$ cat src/rtl/writeback_unit.sv
// rtl/writeback_unit.sv - writeback stage: register-file writes, memory load/store, timeout abort
//
// Ports:
//   clk, reset          clock; asynchronous active-low reset
//   valid_in, ready     instruction handshake (ready only in IDLE)
//   opcode_in, alu_res, ra_in   presented instruction, ALU result, store data
//   mem_req, mem_we, mem_addr, mem_wdata, mem_rdata, mem_ack   memory port
//   we, opcode_out, data_out    register-file write port
//   err                 sticky memory-timeout flag
//   retire_cnt          retired-instruction counter (wraps)

module writeback_unit #(
    parameter int TIMEOUT = 15
) (
    input  logic        clk,
    input  logic        reset,
    input  logic        valid_in,
    output logic        ready,
    input  logic [15:0] opcode_in,
    input  logic [7:0]  alu_res,
    input  logic [7:0]  ra_in,
    output logic        mem_req,
    output logic        mem_we,
    output logic [7:0]  mem_addr,
    output logic [7:0]  mem_wdata,
    input  logic [7:0]  mem_rdata,
    input  logic        mem_ack,
    output logic        we,
    output logic [15:0] opcode_out,
    output logic [7:0]  data_out,
    output logic        err,
    output logic [15:0] retire_cnt
);

    localparam int CW = (TIMEOUT < 2) ? 1 : $clog2(TIMEOUT + 1);

    typedef enum logic [1:0] {
        IDLE   = 2'd0,
        MEM_RD = 2'd1,
        MEM_WR = 2'd2,
        WRITE  = 2'd3
    } state_t;

    state_t         state, state_d;
    logic [15:0]    op_q;
    logic [CW-1:0]  wait_cnt;
    logic [3:0]     cls;
    logic           cls_alu;
    logic           cls_imm;
    logic           cls_ld;
    logic           cls_st;
    logic           in_mem;
    logic           timeout_hit;
    logic           retire_inc;

    assign cls     = opcode_in[15:12];
    assign cls_alu = (cls >= 4'h1) && (cls <= 4'h6);
    assign cls_imm = (cls == 4'hF);
    assign cls_ld  = (cls == 4'hD);
    assign cls_st  = (cls == 4'h7);

    assign in_mem = (state == MEM_RD) || (state == MEM_WR);
    // The wait counter holds the number of completed wait cycles; the edge that
    // closes cycle number TIMEOUT aborts unless an ack is sampled on it.
    assign timeout_hit = in_mem && !mem_ack && (wait_cnt == CW'(TIMEOUT - 1));

    assign ready   = (state == IDLE);
    assign we      = (state == WRITE);
    assign mem_req = in_mem;
    assign mem_we  = (state == MEM_WR);

    always_ff @(posedge clk or negedge reset) begin
        if (!reset) begin
            state <= IDLE;
        end else begin
            state <= state_d;
        end
    end

    always_comb begin
        state_d    = state;
        retire_inc = 1'b0;
        case (state)
            IDLE: begin
                if (valid_in) begin
                    if (cls_alu || cls_imm) begin
                        state_d = WRITE;
                    end else if (cls_ld) begin
                        state_d = MEM_RD;
                    end else if (cls_st) begin
                        state_d = MEM_WR;
                    end else begin
                        // Unused classes retire immediately with no side effects.
                        retire_inc = 1'b1;
                    end
                end
            end
            MEM_RD: begin
                if (mem_ack) begin
                    state_d = WRITE;
                end else if (timeout_hit) begin
                    state_d = IDLE;
                end
            end
            MEM_WR: begin
                if (mem_ack) begin
                    state_d    = IDLE;
                    retire_inc = 1'b1;
                end else if (timeout_hit) begin
                    state_d = IDLE;
                end
            end
            WRITE: begin
                state_d    = IDLE;
                retire_inc = 1'b1;
            end
            default: state_d = IDLE;
        endcase
    end

    always_ff @(posedge clk or negedge reset) begin
        if (!reset) begin
            op_q       <= '0;
            wait_cnt   <= '0;
            mem_addr   <= '0;
            mem_wdata  <= '0;
            opcode_out <= '0;
            data_out   <= '0;
            err        <= 1'b0;
            retire_cnt <= '0;
        end else begin
            if (retire_inc) begin
                retire_cnt <= retire_cnt + 16'd1;
            end
            case (state)
                IDLE: begin
                    wait_cnt <= '0;
                    if (valid_in) begin
                        op_q <= opcode_in;
                        if (cls_alu) begin
                            opcode_out <= {4'b1101, opcode_in[11:10], 10'b0};
                            data_out   <= alu_res;
                        end else if (cls_imm) begin
                            opcode_out <= opcode_in;
                            data_out   <= opcode_in[7:0];
                        end else if (cls_ld) begin
                            mem_addr <= opcode_in[7:0];
                        end else if (cls_st) begin
                            mem_addr  <= opcode_in[7:0];
                            mem_wdata <= ra_in;
                        end
                    end
                end
                MEM_RD, MEM_WR: begin
                    if (mem_ack) begin
                        wait_cnt <= '0;
                        if (state == MEM_RD) begin
                            data_out   <= mem_rdata;
                            opcode_out <= op_q;
                        end
                    end else if (timeout_hit) begin
                        wait_cnt <= '0;
                        err      <= 1'b1;
                    end else begin
                        wait_cnt <= wait_cnt + 1'b1;
                    end
                end
                default: wait_cnt <= '0;
            endcase
        end
    end

endmodule

$ cat config.mk
export PLATFORM = sky130hd
export DESIGN_NAME = writeback_unit
export DESIGN_NICKNAME = d
export VERILOG_FILES = /design/src/rtl/writeback_unit.sv
export SDC_FILE = /design/constraint.sdc
export NUM_CORES = 1
export LEC_CHECK = 0
export ABC_AREA = 1
export BUFFER_PORTS_ARGS = -buffer_cell sky130_fd_sc_hd__clkbuf_2
export CAP_MARGIN = 10
export CORE_MARGIN = 1.5
export CORE_UTILIZATION = 50
export CTS_CLUSTER_DIAMETER = 100
export DETAILED_ROUTE_END_ITERATION = 7
export GPL_TIMING_DRIVEN = 0
export PLACE_DENSITY_LB_ADDON = 0.15
export RECOVER_POWER = 25
export SKIP_CTS_REPAIR_TIMING = 1
export SLEW_MARGIN = 30
export SYNTH_ARGS = -nofsm -noshare
export SYNTH_HDL_FRONTEND = slang
export SYNTH_SLANG_ARGS = --single-unit
export TNS_END_PERCENT = 10
$ cat constraint.sdc
create_clock -name clk -period 1.75 [get_ports clk]
set_input_delay 0.4375 -clock clk [delete_from_list [all_inputs] [get_ports clk]]
set_output_delay 0.4375 -clock clk [all_outputs]
set_load 0.05 [all_outputs]
Yosys cells after proc, flatten, opt, wreduce, memory -nomap -nowiden --
Index checks and enable logic that the tools add are counted.
Word-level totals: bits of input ports 44, register bits after elaboration 79, output and inout port bits 61, word-level logic and storage cells 76
Cells by class: equality and inequality tests 12, magnitude comparators 2, reductions and logical operators 16, $add $sub $neg 2, mux-type cells 31, bitwise gates (word level) 4
Operator list (number):
- $mux 16 | 5
- $mux 8 | 7
- $pmux 16 s2 | 1
- $add 16x1->16 const B | 1
- $pmux 8 s2 | 1
- $mux 2 | 7
- $eq 4x4->1 const B | 3
- $mux 4 | 3
- $reduce_and 5->1 | 2
- $pmux 2 s4 | 1
- $ne 2x2->1 const B | 3
- $reduce_and 6->1 | 1
- $mux 1 | 5
- $add 4x1->4 const B | 1
- $eq 2x2->1 const B | 2
- $eq 4x3->1 const B | 1
- $ge 4x1->1 const B | 1
- $le 4x3->1 const B | 1
- $ne 4x1->1 const B | 1
- $not 1->1 | 4
- $reduce_and 2->1 | 2
- $reduce_bool 2->1 | 2
- $logic_and 1x1->1 | 3
- $ne 3x1->1 const B | 1
- other kinds (7) | 8

Depth between registers and ports, before layout --
word-level depth 7, depth in mapped cells 11, gate-level depth less buffers 10

Worst setup path after synthesis --
No wires, ideal clock.
path kind register to register, from register state[0], to register retire_cnt[7], stages on the path, launching flop included 11, data arrival time 1832 ps, path buffers 1, data required time 1630 ps, period minus slack after synthesis 1952 ps, slack -202 ps, setup time 120 ps, path through dfrtp_1 -> inv_1 -> ha_1 -> nand2_1 -> inv_1 -> nand3_2 -> nand2_4 -> nand2_4 -> buf_6 -> nand2_1 -> nand2_1
Between the ends: longest elaborated chain between the ends 2, elaborated cells between the ends (all ways) 4, classes of those cells eq/ne (2); mux (1); reduce/logical (1)
Ends and longest elaborated chain:
- start: declaration | line 44 | state_t state, state_d;
- start signal: assignment | line 76 | state <= state_d;
- $logic_not 2->1
- net ready | line 18 | output logic ready,
- $pmux 1 s3 | line 83 | case (state)
- end signal: assignment | line 133 | retire_cnt <= retire_cnt + 16'd1;
- end: declaration | line 32 | output logic [15:0] retire_cnt
The timed path passes the listed nets, and every way through them passes these cells. A chain may end at the register's enable or synchronous reset.

Worst setup path in the final report --
from register state[0], to output port mem_req
Between the ends: longest elaborated chain between the ends 2, elaborated cells between the ends (all ways) 3, classes of those cells eq/ne (2); reduce/logical (1)
Ends and longest elaborated chain:
- $eq 2x1->1 / $eq 2x2->1 (equally long branches) | line 62 | assign in_mem = (state == MEM_RD) || (state == MEM_WR);
- $logic_or 1x1->1 (*) | line 62
- end: declaration | line 22 | output logic mem_req,
Every way passes the cells marked *; elsewhere a longest branch is shown, timed or not.

==> results_dict.tcl <==
set metrics [dict create \
    cts_buffers 9 \
    dieArea_um2 8410 \
    clk_latency_ns 0.37 \
    finalClockSkew_ns 0.00952 \
    synth_top_family_by_area "simple AND/OR/NAND/NOR gates" \
    maxCapViolations 0 \
    placeableCoreArea_um2 7690 \
    p_total_mw 10.2 \
    syn_area_um2 3940 \
    synth-compound-area-share_pct 5.69 \
    slew_viol_final 0 \
    netlist_instances 493 \
    yosys.area_share.simple_pct 30.6 \
    worstPathMaxFanout 6 \
    synthAdderAreaFrac_pct 2.23 \
    swShare_pct 51.1 \
    crit_chain "inv_2, ha_4, buf_6" \
    fin_setup_tns_ns -0.134 \
    syn_avg_cell_area_um2 7.98 \
    routed.top_layer "met4" \
    routed-wl-met2_mm 4.50 \
    num-nets-final 665 \
    tightest_slew_ns 1.07 \
    status "finished, violations left" \
    period_share_pct 104 \
    fp-row-count 32 \
    final-setup-viol-count 2 \
    start_kind "register" \
    violations "setup timing" \
    grt_max_degree 80 \
    vdd_drop_max_mv 1.43 \
    vias 3668 \
    cp-end-kind "output pin" \
    power_frac_comb_pct 56.1 \
    syn2layout_area_growth_pct 25.1 \
    slowest_delay_ns 0.44 \
    post_drt_wl_per_cell_um 13.8 \
    fmax_mhz 548 \
    die_w_um 91.7 \
    pwr-share-clk_pct 14.9 \
    route.met3.wl_um 582 \
    clk_path_buf_depth 2 \
    synthTopCellsByArea "dfrtp_1 (50%), nand2_1 (20%), nand3_1 (5.7%)" \
    mostFrequentLayoutCell "nand2_1" \
    drc 0 \
    layout_min_cycle_time_ns 1.83 \
    wl_met1_mm 4.66 \
    critPathKind "register to output pin" \
    grt_pass1_wl_mm 16.2 \
    synthMuxAreaShare_pct 2.29 \
    setup_slack_ns -0.0759 \
    ys.warnings.count 0 \
    p_int_mw 4.97 \
    antenna_found_initial 0 \
    p_leak_nw 2.70 \
    clock_sinks 79 \
    grtUsageTotal_pct 24.5 \
    drive_above_1_share_pct 27.3 \
    synth_top_area_cell "dfrtp_1" \
    pin_count 105 \
    initial_utilization_pct 51.2 \
    hold_slack_ns 0.290 \
    gp_congestion 0.878 \
    routed_wirelength_mm 9.95 \
    slew_headroom_pct 28.6 \
    path_clk_slew_ns 0.08 \
    p_per_area_nw_per_um2 2060 \
    p_sw_mw 5.19 \
    hold_path.class "primary input to async pin" \
    num_antenna_cells 0 \
    drt_iter0_markers 191 \
    yosysSeqAreaShare_pct 50.2 \
    reg2reg_slack_ns 0.01 \
    grt_overflow 0 \
    synth_xor_area_share_pct 2.67 \
    ant_nets 0 \
    critPathRequiredTime_ns 1.31 \
    final_cell_mix "nand2_1 (205), clkbuf_2 (104), dfrtp_1 (79)" \
    cts_htree_levels 3 \
    grt_pass1_vias 3468 \
    yosysTopAreaCellShare_pct 50.2 \
    rsz0062_at_grt "yes" \
    hpwl_mm 7.15 \
    fin_util_pct 64.0 \
    dr.pass1.iters 5 \
    viasPerCell 5.09 \
    die_h_um 91.7 \
    crit_arrival_ns 1.39 \
    hold_violations 0 \
    ys_types 26 \
    tritoncts "done" \
    syn-num-nets 544 \
    port_buffers 104 \
    seqPwrFrac_pct 28.9 \
    cts-root-buf "clkbuf_8" \
    ys_ff_latch 79 \
    cpMaxStageDelayCell "dfrtp_1" \
    pre_cts_slack_ns -0.161 \
]
-- registers in the layout, indices dropped and copies added, names as in the netlist --
| signal | flops |
|---|---|
| wait_cnt | 4 |
| data_out | 8 |
| mem_addr | 8 |
| err | 1 |
| opcode_out | 16 |
| state | 2 |
| op_q | 16 |
| mem_wdata | 8 |
| retire_cnt | 16 |
-- synthesized netlist by cell type, drive strengths merged --
| library cell | number |
|---|---|
| a31oi | 1 |
| mux2 | 8 |
| xor2 | 6 |
| ha | 7 |
| nor3 | 1 |
| nand4 | 3 |
| clkbuf | 7 |
| buf | 10 |
| xnor2 | 6 |
| nand3 | 46 |
| o211ai | 1 |
| nand2 | 210 |
| dfrtp | 79 |
| o21ai | 40 |
| nor2 | 30 |
| inv | 36 |
| a21oi | 2 |
-- metrics by stage --
stage	instances	area [um2]
2_1_floorplan	493	3950
3_3_place_gp	699	4600
3_5_place_dp	699	4610
4_1_cts	715	4830
5_1_grt	721	4920
6_report	721	4920
-- cell families (layout without fill, tap and decap cells) --
| logic type | after synthesis | after routing |
|---|---|---|
| compound gates | 44 | 44 |
| xor+xnor | 12 | 12 |
| fa+ha+maj | 7 | 7 |
| buf+inv | 53 | 179 |
| flops | 79 | 79 |
| mux | 8 | 8 |
| simple gates | 290 | 290 |
-- power groups by stage --
stage	sequential [mW]	combinational, mW	clock, mW
6_report	2.94	5.70	1.52
5_1_grt	3.02	6.19	1.62
2_1_floorplan	4.48	2.52	0
3_5_place_dp	2.97	5.41	0
3_3_place_gp	2.93	5.32	0
4_1_cts	2.93	5.42	1.54
-- worst paths after layout --
path                            startpoint       endpoint  depth (start not counted)
worst min register to register         err            err                          2
min in group clk                  ra_in[3]   mem_wdata[3]                          2
worst max register to register    state[1]    data_out[4]                         10
worst min-delay path                 reset  retire_cnt[7]                          1
max in group asynchronous            reset    data_out[0]                          1
worst max-delay path              state[0]        mem_req                          3
-- critical path: cells and delay by family (launching register included) --
family | cells | cell delay (ns)
buffers and inverters | 2 | 0.25
flip-flops | 1 | 0.44
adder cells (fa/ha/maj) | 1 | 0.34
-- layout make-up --
type,count,area [um2]
buffer,17,131
clock buffer,10,128
clock inverter,6,92.6
fill,696,2770
inverter,36,140
multi-input combinational,361,1730
sequential,79,1980
tap,102,128
timing repair buffer,110,593
-- per-layer routing --
metal	vias to the layer above	GRT usage [%]
li1	1798	-
met1	1714	33.7
met2	137	38.6
met3	19	3.65
met4	0	10.8
met5	-	0
No activity file was read; power rests on OpenSTA's default activity.
